--- config.mk ---
export PLATFORM = sky130hd
export DESIGN_NAME = aes_sub_bytes_iter_flat
export DESIGN_NICKNAME = d
export VERILOG_FILES = /design/src/rtl/aes_sub_bytes_iter_if.sv /design/src/rtl/aes_sub_bytes_iter.sv /design/src/flat_wrapper.sv
export SDC_FILE = /design/constraint.sdc
export NUM_CORES = 1
export LEC_CHECK = 0
export CAP_MARGIN = 10
export CORE_MARGIN = 4
export CORE_UTILIZATION = 25
export DETAILED_ROUTE_END_ITERATION = 10
export GPL_TIMING_DRIVEN = 0
export SLEW_MARGIN = 20
export SYNTH_ARGS = -nofsm -noshare
export SYNTH_HDL_FRONTEND = slang
export SYNTH_SLANG_ARGS = --single-unit
export TNS_END_PERCENT = 100
--- constraint.sdc ---
create_clock -name clk -period 9.2 [get_ports clk]
set_input_delay 1.38 -clock clk [delete_from_list [all_inputs] [get_ports clk]]
set_output_delay 1.38 -clock clk [all_outputs]
set_load 0.1 [all_outputs]
--- src/rtl/aes_sub_bytes_iter_if.sv ---
`default_nettype none
//============================================================================
// Module      : aes_sub_bytes_iter_if
// Description : Input/output handshake bundle for the iterative SubBytes engine.
// Revision    : 1.0 - initial release
//============================================================================
interface aes_sub_bytes_iter_if;
    logic         in_valid;
    logic         in_ready;
    logic [127:0] in_state;
    logic         out_valid;
    logic         out_ready;
    logic [127:0] out_state;
    logic         busy;

    modport master (
        output in_valid,
        output in_state,
        output out_ready,
        input  in_ready,
        input  out_valid,
        input  out_state,
        input  busy
    );

    modport slave (
        input  in_valid,
        input  in_state,
        input  out_ready,
        output in_ready,
        output out_valid,
        output out_state,
        output busy
    );
endinterface
`default_nettype wire

--- src/rtl/aes_sub_bytes_iter.sv ---
`default_nettype none
//============================================================================
// Module      : aes_sub_bytes_iter
// Description : Iterative forward AES SubBytes, BPC bytes substituted per cycle.
// Revision    : 1.0 - initial release
//============================================================================
module aes_sub_bytes_iter #(
    parameter int BPC = 4
) (
    input wire                  clk,
    input wire                  rst_n,
    aes_sub_bytes_iter_if.slave bus
);

    localparam int c_groups = 16 / BPC;
    localparam int c_cnt_w  = (c_groups > 1) ? $clog2(c_groups) : 1;
    localparam logic [c_cnt_w-1:0] c_last = c_cnt_w'(c_groups - 1);

    // Forward S-box, S(00) in the most significant byte.
    localparam logic [2047:0] c_sbox = {
        128'h637c777bf26b6fc53001672bfed7ab76,
        128'hca82c97dfa5947f0add4a2af9ca472c0,
        128'hb7fd9326363ff7cc34a5e5f171d83115,
        128'h04c723c31896059a071280e2eb27b275,
        128'h09832c1a1b6e5aa0523bd6b329e32f84,
        128'h53d100ed20fcb15b6acbbe394a4c58cf,
        128'hd0efaafb434d338545f9027f503c9fa8,
        128'h51a3408f929d38f5bcb6da2110fff3d2,
        128'hcd0c13ec5f974417c4a77e3d645d1973,
        128'h60814fdc222a908846eeb814de5e0bdb,
        128'he0323a0a4906245cc2d3ac629195e479,
        128'he7c8376d8dd54ea96c56f4ea657aae08,
        128'hba78252e1ca6b4c6e8dd741f4bbd8b8a,
        128'h703eb5664803f60e613557b986c11d9e,
        128'he1f8981169d98e949b1e87e9ce5528df,
        128'h8ca1890dbfe6426841992d0fb054bb16
    };

    function automatic logic [7:0] f_sbox(input logic [7:0] b);
        return c_sbox[2047 - 8 * int'(b) -: 8];
    endfunction

    generate
        if (BPC != 1 && BPC != 2 && BPC != 4 && BPC != 8 && BPC != 16) begin : g_bpc_check
            $error("aes_sub_bytes_iter: BPC must be 1, 2, 4, 8 or 16");
        end
    endgenerate

    typedef enum logic [1:0] {
        S_IDLE = 2'd0,
        S_RUN  = 2'd1,
        S_DONE = 2'd2
    } state_t;

    state_t              r_state;
    state_t              w_state_next;
    logic [c_cnt_w-1:0]  r_cnt;
    logic [c_cnt_w-1:0]  w_cnt_next;
    // Byte i of the state lives at element 15-i so that byte 0 is [127:120].
    logic [15:0][7:0]    r_work;
    logic [15:0][7:0]    w_work_next;
    logic [15:0][7:0]    w_work_sub;
    logic [127:0]        r_out;
    logic [127:0]        w_out_next;
    logic [3:0]          w_idx      [BPC];
    logic [7:0]          w_sub_byte [BPC];

    generate
        for (genvar k = 0; k < BPC; k++) begin : g_sbox
            assign w_idx[k]      = 4'(15 - k - BPC * int'(r_cnt));
            assign w_sub_byte[k] = f_sbox(r_work[w_idx[k]]);
        end
    endgenerate

    always_comb begin
        w_state_next = r_state;
        w_cnt_next   = r_cnt;
        w_work_next  = r_work;
        w_out_next   = r_out;
        w_work_sub   = r_work;
        for (int k = 0; k < BPC; k++) begin
            w_work_sub[w_idx[k]] = w_sub_byte[k];
        end

        case (r_state)
            S_IDLE: begin
                if (bus.in_valid) begin
                    w_work_next  = bus.in_state;
                    w_cnt_next   = '0;
                    w_state_next = S_RUN;
                end
            end
            S_RUN: begin
                w_work_next = w_work_sub;
                w_cnt_next  = r_cnt + 1'b1;
                if (r_cnt == c_last) begin
                    w_out_next   = w_work_sub;
                    w_state_next = S_DONE;
                end
            end
            S_DONE: begin
                if (bus.out_ready) begin
                    w_state_next = S_IDLE;
                end
            end
            default: begin
                w_state_next = S_IDLE;
            end
        endcase
    end

    always_ff @(posedge clk or negedge rst_n) begin
        if (!rst_n) begin
            r_state <= S_IDLE;
            r_cnt   <= '0;
            r_work  <= '0;
            r_out   <= '0;
        end else begin
            r_state <= w_state_next;
            r_cnt   <= w_cnt_next;
            r_work  <= w_work_next;
            r_out   <= w_out_next;
        end
    end

    assign bus.in_ready  = (r_state == S_IDLE);
    assign bus.out_valid = (r_state == S_DONE);
    assign bus.busy      = (r_state != S_IDLE);
    assign bus.out_state = r_out;

endmodule
`default_nettype wire

--- src/flat_wrapper.sv ---
// flat-port wrapper written by rule: the top's interface ports become plain ports
module aes_sub_bytes_iter_flat 
#(
    parameter int BPC = 4
)
  (clk, rst_n, bus_in_valid, bus_in_state, bus_out_ready, bus_in_ready, bus_out_valid, bus_out_state, bus_busy);
  aes_sub_bytes_iter_if bus_i ();
  input wire clk;
  input wire rst_n;
  input wire logic [$bits(bus_i.in_valid)-1:0] bus_in_valid;
  input wire logic [$bits(bus_i.in_state)-1:0] bus_in_state;
  input wire logic [$bits(bus_i.out_ready)-1:0] bus_out_ready;
  output wire logic [$bits(bus_i.in_ready)-1:0] bus_in_ready;
  output wire logic [$bits(bus_i.out_valid)-1:0] bus_out_valid;
  output wire logic [$bits(bus_i.out_state)-1:0] bus_out_state;
  output wire logic [$bits(bus_i.busy)-1:0] bus_busy;
  assign bus_i.in_valid = bus_in_valid;
  assign bus_i.in_state = bus_in_state;
  assign bus_i.out_ready = bus_out_ready;
  assign bus_in_ready = bus_i.in_ready;
  assign bus_out_valid = bus_i.out_valid;
  assign bus_out_state = bus_i.out_state;
  assign bus_busy = bus_i.busy;
  aes_sub_bytes_iter #(.BPC(BPC)) u_core (.clk(clk), .rst_n(rst_n), .bus(bus_i));
endmodule
Word level (Yosys, flattened, before mapping)
Cells that the tools add are included.

storage, ports and cells
  register bits after elaboration = 260
  bits of input ports = 132
  output and inout port bits = 131
  logic and storage cells = 84

operators by class
  add/subtract/negate cells = 9
  magnitude comparators = 8
  equality and inequality tests = 6
  shifts and indexed selects = 4
  multiplexer cells = 28
  reductions and logical operators = 10

operator list
  cell                          number
  $shiftx A2055 B32 Y8 const A  4
  $bwmux W128                   4
  $pmux W128 S2                 1
  $bmux W8 S4                   4
  $demux W8 S4                  4
  $mux W128                     1
  $mux W8                       8
  $sub A11 B11 Y12 const A      4
  $lt A4 B5 Y1 const B          4
  $ge A4 B1 Y1 const B          4
  $sub A4 B4 Y4 const A         4
  $mux W2                       4
  $pmux W2 S3                   1
  $eq A2 B2 Y1 const B          2
  $logic_and A1 B1 Y1           4
  $ne A2 B2 Y1 const B          2
  $pmux W2 S2                   1
  $reduce_and A2 Y1             2
  $reduce_bool A2 Y1            2
  $reduce_and A3 Y1             1
  $add A2 B1 Y2 const B         1
  $eq A2 B1 Y1 const B          1
  $logic_not A2 Y1              1
  $ne A2 B1 Y1 const B          1

Depth between registers and ports, before layout
  word-level depth = 10
  mapped depth = 17

Worst setup path before layout
Ideal clock, no wire load.

  path type = register to output
  start = reg u_core.r_state[0]
  end = out bus_busy
  data arrival time = 2.695 ns
  required time = 7.820 ns
  slack = 5.125 ns
  cell stages (with the launch flop) = 3
  path through = dfrtp_1 nor2_1 inv_1

between the ends
  longest elaborated chain between the ends = 1

RTL lines
  element                 line                       RTL
  from (decl)             aes_sub_bytes_iter.sv:55   state_t r_state;
  from (signal assigned)  aes_sub_bytes_iter.sv:119  r_state <= w_state_next;
  $reduce_bool A2 Y1      aes_sub_bytes_iter.sv:128  assign bus.busy = (r_state != S_IDLE);
  to (decl)               flat_wrapper.sv:16         output wire logic [$bits(bus_i.busy)-1:0] bus_busy;

Every way passes these cells.

Worst setup path after layout
  start = reg u_core.r_cnt[0]
  end = reg u_core.r_work[23] in the netlist's numbering

between the ends
  longest elaborated chain between the ends = 10
  elaborated cells on any way between the ends = 45
  those cells by class = add/sub: 8; order compare: 8; shift: 4; mux: 21; reduce/logical: 4

RTL lines
  element                                                               line                                                RTL
  from (decl)                                                           aes_sub_bytes_iter.sv:57                            logic [c_cnt_w-1:0] r_cnt;
  from (signal assigned)                                                aes_sub_bytes_iter.sv:120                           r_cnt <= w_cnt_next;
  $sub A4 B4 Y4                                                         aes_sub_bytes_iter.sv:70                            assign w_idx[k] = 4'(15 - k - BPC * int'(r_cnt));
  $bmux W8 S4 (tied with other cells)                                   aes_sub_bytes_iter.sv:71                            assign w_sub_byte[k] = f_sbox(r_work[w_idx[k]]);
  $mux W8 (implied by the code) or $logic_and A1 B1 Y1 (tied branches)  aes_sub_bytes_iter.sv:71, aes_sub_bytes_iter.sv:82
  $sub A11 B11 Y12 or $mux W8 (tied branches)                           aes_sub_bytes_iter.sv:40, aes_sub_bytes_iter.sv:82
  $shiftx A2055 B32 Y8 or $demux W8 S4 (tied branches)                  -
  $bwmux W128 (3 in series)                                             aes_sub_bytes_iter.sv:82                            w_work_sub[w_idx[k]] = w_sub_byte[k];
  $bwmux W128 (*)                                                       aes_sub_bytes_iter.sv:82
  $pmux W128 S2 (*)                                                     aes_sub_bytes_iter.sv:85                            case (r_state)
  to (signal assigned)                                                  aes_sub_bytes_iter.sv:121                           r_work <= w_work_next;
  to (decl)                                                             aes_sub_bytes_iter.sv:60                            logic [15:0][7:0] r_work;

Mark *: on every way between the ends. The rest lies on a longest branch, timed or not. The select of a mux whose other input is x is not followed.
A chain may end at the register's enable or synchronous reset.

==> results.toml <==
[global_routing]
grtUsageMet2_pct = 52.3
grt_overflow = 0
gr-usage-met1_pct = 46.3
grt_max_degree = 87
use_met3_pct = 11.8
antenna_found_initial = 8
grt_usage_pct = 35.6
grt.busiest_layer = "met2"
grt_pass1_wl_um = 281000
grt_pass1_vias = 32600

[cts]
clkLatencyLatePin_ns = 0.58
clock-sinks = 260
clockBufferDepth = 3
cts.repair.resized = 0
cts-root-buf = "clkbuf_16"
cts_setup_buffers = 0
ctsHoldBuffers = 0
cts_buffers = 26
clkSlewWorstSetupHoldPaths_ns = 0.07
h-tree-depth = 1
cts_tree = "yes"

[worst_setup_path]
crit_start = "u_core.r_cnt[0]"
rrSetupSlack_ns = 2.87
path_max_fanout = 13
endpoint = "u_core.r_work[23]"
crit_type = "reg2reg"
critPathRequiredTime_ns = 9.67
cp-start-kind = "register"
reg2reg_to = "u_core.r_work[23]"
cp_data_arrival_time_ns = 6.80
worst_setup_path_end_kind = "register"
rr_worst_depth = 14
r2r_start = "u_core.r_cnt[0]"

[yosys]
synth_cell_types = 109
ys_warn_count = 0
synth_area_leader_cell = "dfrtp_1"
synth_seq_cells = 260
yosys_most_used_dff = "dfrtp_1"
synth_area_leaders = "dfrtp_1 (25%), a21oi_1 (6.1%), mux2i_1 (3.4%), nand2_1 (3.4%), o21ai_0 (3.1%)"
post_synth.cell_area_avg_um2 = 7.89
async_flop_share_pct = 100
synth_edf_count = 0
synth_nets = 3508
synth_top_area_share_pct = 24.9
yosysSeqAreaShare_pct = 24.9
syn-instance-count = 3316
syn_area_mm2 = 0.0262

[placement]
port_buffers = 262
dp.final_hpwl_um = 156000
place_ws_ns = 3.24
gp_congestion = 1.06
place_inst = 4961

[floorplanning]
initial_core_util_pct = 25.2
fp-row-count = 118
coreArea_mm2 = 0.104
fp.dieW_um = 332
die_y_um = 332
dieArea_mm2 = 0.110
io_pins = 263

[hold_path]
hold_depth = 2
worstHoldStart = "u_core.bus.out_state[9]"
hold_class = "reg2reg"

[sta]
max-slew-margin-rel_pct = 18.4
layout_setup_ws_ns = 2.87
tightest_slew_ns = 1.21
fin_crit_ns = 6.33
tns_ns = 0
setup_violations = 0
hold_viol = 0
fmax_ghz = 0.158
finalMaxSlewViolations = 0
fin_crit_sh_pct = 68.8
fin_worst_skew_ns = 0.0439
rsz0062_at_grt = "false"

[layout]
final_cell_count_no_fill = 5013
final_common_cell = "a21oi_1"
layout.nets = 3801
syn_to_final_growth_pct = 20.4
final_cell_mix = "a21oi_1 (317), dfrtp_1 (260), clkdlybuf4s50_1 (258), nand2_1 (238), clkbuf_1 (194)"
fillCellCount = 11400
drive_gt1_share_pct = 9.84

[run]
max_cap_violations = 0

[routing]
detail-route-antenna-nets = 0
detail_route.wl_per_cell_um = 41.4
drt_wl_total_um = 208000
drt_first_pass_iters = 6
drt_iter0_markers = 5992
dr_total_vias = 34400
drc = 0
via_per_inst = 6.86

[run_status]
status = "complete, no violations"
==> layout make-up <==
| type | instances | area [µm²] | area share, % |
|---|---|---|---|
| clock buffers | 40 | 805 | 2.55 |
| inverters | 53 | 199 | 0.631 |
| plain buffers | 370 | 1740 | 5.51 |
| clock inverters | 8 | 82.6 | 0.262 |
| repair buffers | 265 | 2700 | 8.55 |
| well taps | 1380 | 1730 | 5.48 |
| flip-flops and latches | 260 | 6510 | 20.6 |
| diodes | 4 | 10.0 | 0.0318 |
| multi-input cells | 2633 | 17800 | 56.3 |
==> metrics by stage <==
stage	hold WS, ns	utilization, %	cell area, µm²
6_report	0.485	30.4	31500
5_1_grt	0.516	30.4	31500
4_1_cts	0.491	30.4	31500
3_5_place_dp	0.472	29.5	30600
3_3_place_gp	0.465	29.4	30500
2_1_floorplan	0.468	-	26200
==> cells in the mapped netlist, drive strengths merged (27+ instances only) <==
| master | number |
|---|---|
| clkbuf | 190 |
| o22ai | 81 |
| a211oi | 67 |
| nand2b | 103 |
| ha | 60 |
| and2 | 36 |
| nor2b | 52 |
| nor2 | 155 |
| a32oi | 45 |
| nand3 | 82 |
| nand4 | 29 |
| or3 | 27 |
| a31oi | 69 |
| dfrtp | 260 |
| mux2i | 90 |
| a221oi | 34 |
| nor3 | 55 |
| a311oi | 32 |
| or2 | 38 |
| nand2 | 238 |
| o311ai | 29 |
| mux4 | 34 |
| o211ai | 62 |
| o221ai | 33 |
| mux2 | 34 |
| a21o | 27 |
| a21oi | 318 |
| o21ai | 300 |
| buf | 180 |
| a22oi | 82 |
| inv | 50 |
| and3 | 83 |
| o31ai | 29 |
==> cells by family after synthesis <==
group / count (synthesis) / share of synthesized area [%]
XOR/XNOR: 18 / 0.603
multiplexers: 158 / 7.83
AO/OA/AOI/OAI: 1449 / 37.8
adder cells (fa/ha/maj): 60 / 2.87
buffers and inverters: 423 / 7.39
AND/OR/NAND/NOR: 948 / 18.6
flip-flops: 260 / 24.9
==> metal layers <==
layer | vias to the layer above | wire length [µm]
met5 | - | 56
met4 | 10 | 14800
met3 | 785 | 26800
met2 | 3160 | 84600
met1 | 17000 | 81400
li1 | 13500 | -
==> sequential cells by signal, indices dropped and copies added (netlist names) <==
signal	cells
u_core.bus.out_state	128
u_core.r_work	128
u_core.r_cnt	2
u_core.r_state	2
==> worst min-delay path by stage <==
stage / endpoint / slack, ns
after detailed placement: u_core.bus.out_state[26] / 0.47
after CTS: u_core.bus.out_state[6] / 0.49
after floorplan: u_core.r_work[16] / 0.47
after global placement: u_core.bus.out_state[26] / 0.46
final: u_core.bus.out_state[9] / 0.48
after global routing: u_core.bus.out_state[16] / 0.52
==> worst max-delay path, cell delays in order, from the launching register on <==
cell,delay (ns)
dfrtp_1,0.57
buf_6,0.30
mux4_2,0.36
buf_2,0.33
buf_2,0.39
buf_1,0.73
ha_1,0.35
clkbuf_1,0.58
nor2_1,0.14
a221oi_2,0.79
a32oi_1,0.12
o22ai_1,0.25
or4_1,0.18
nand4_1,0.73
o21ai_1,0.38
Power is not shown: default switching activity piles up to over one toggle a cycle in this logic, so the estimate is an artifact.
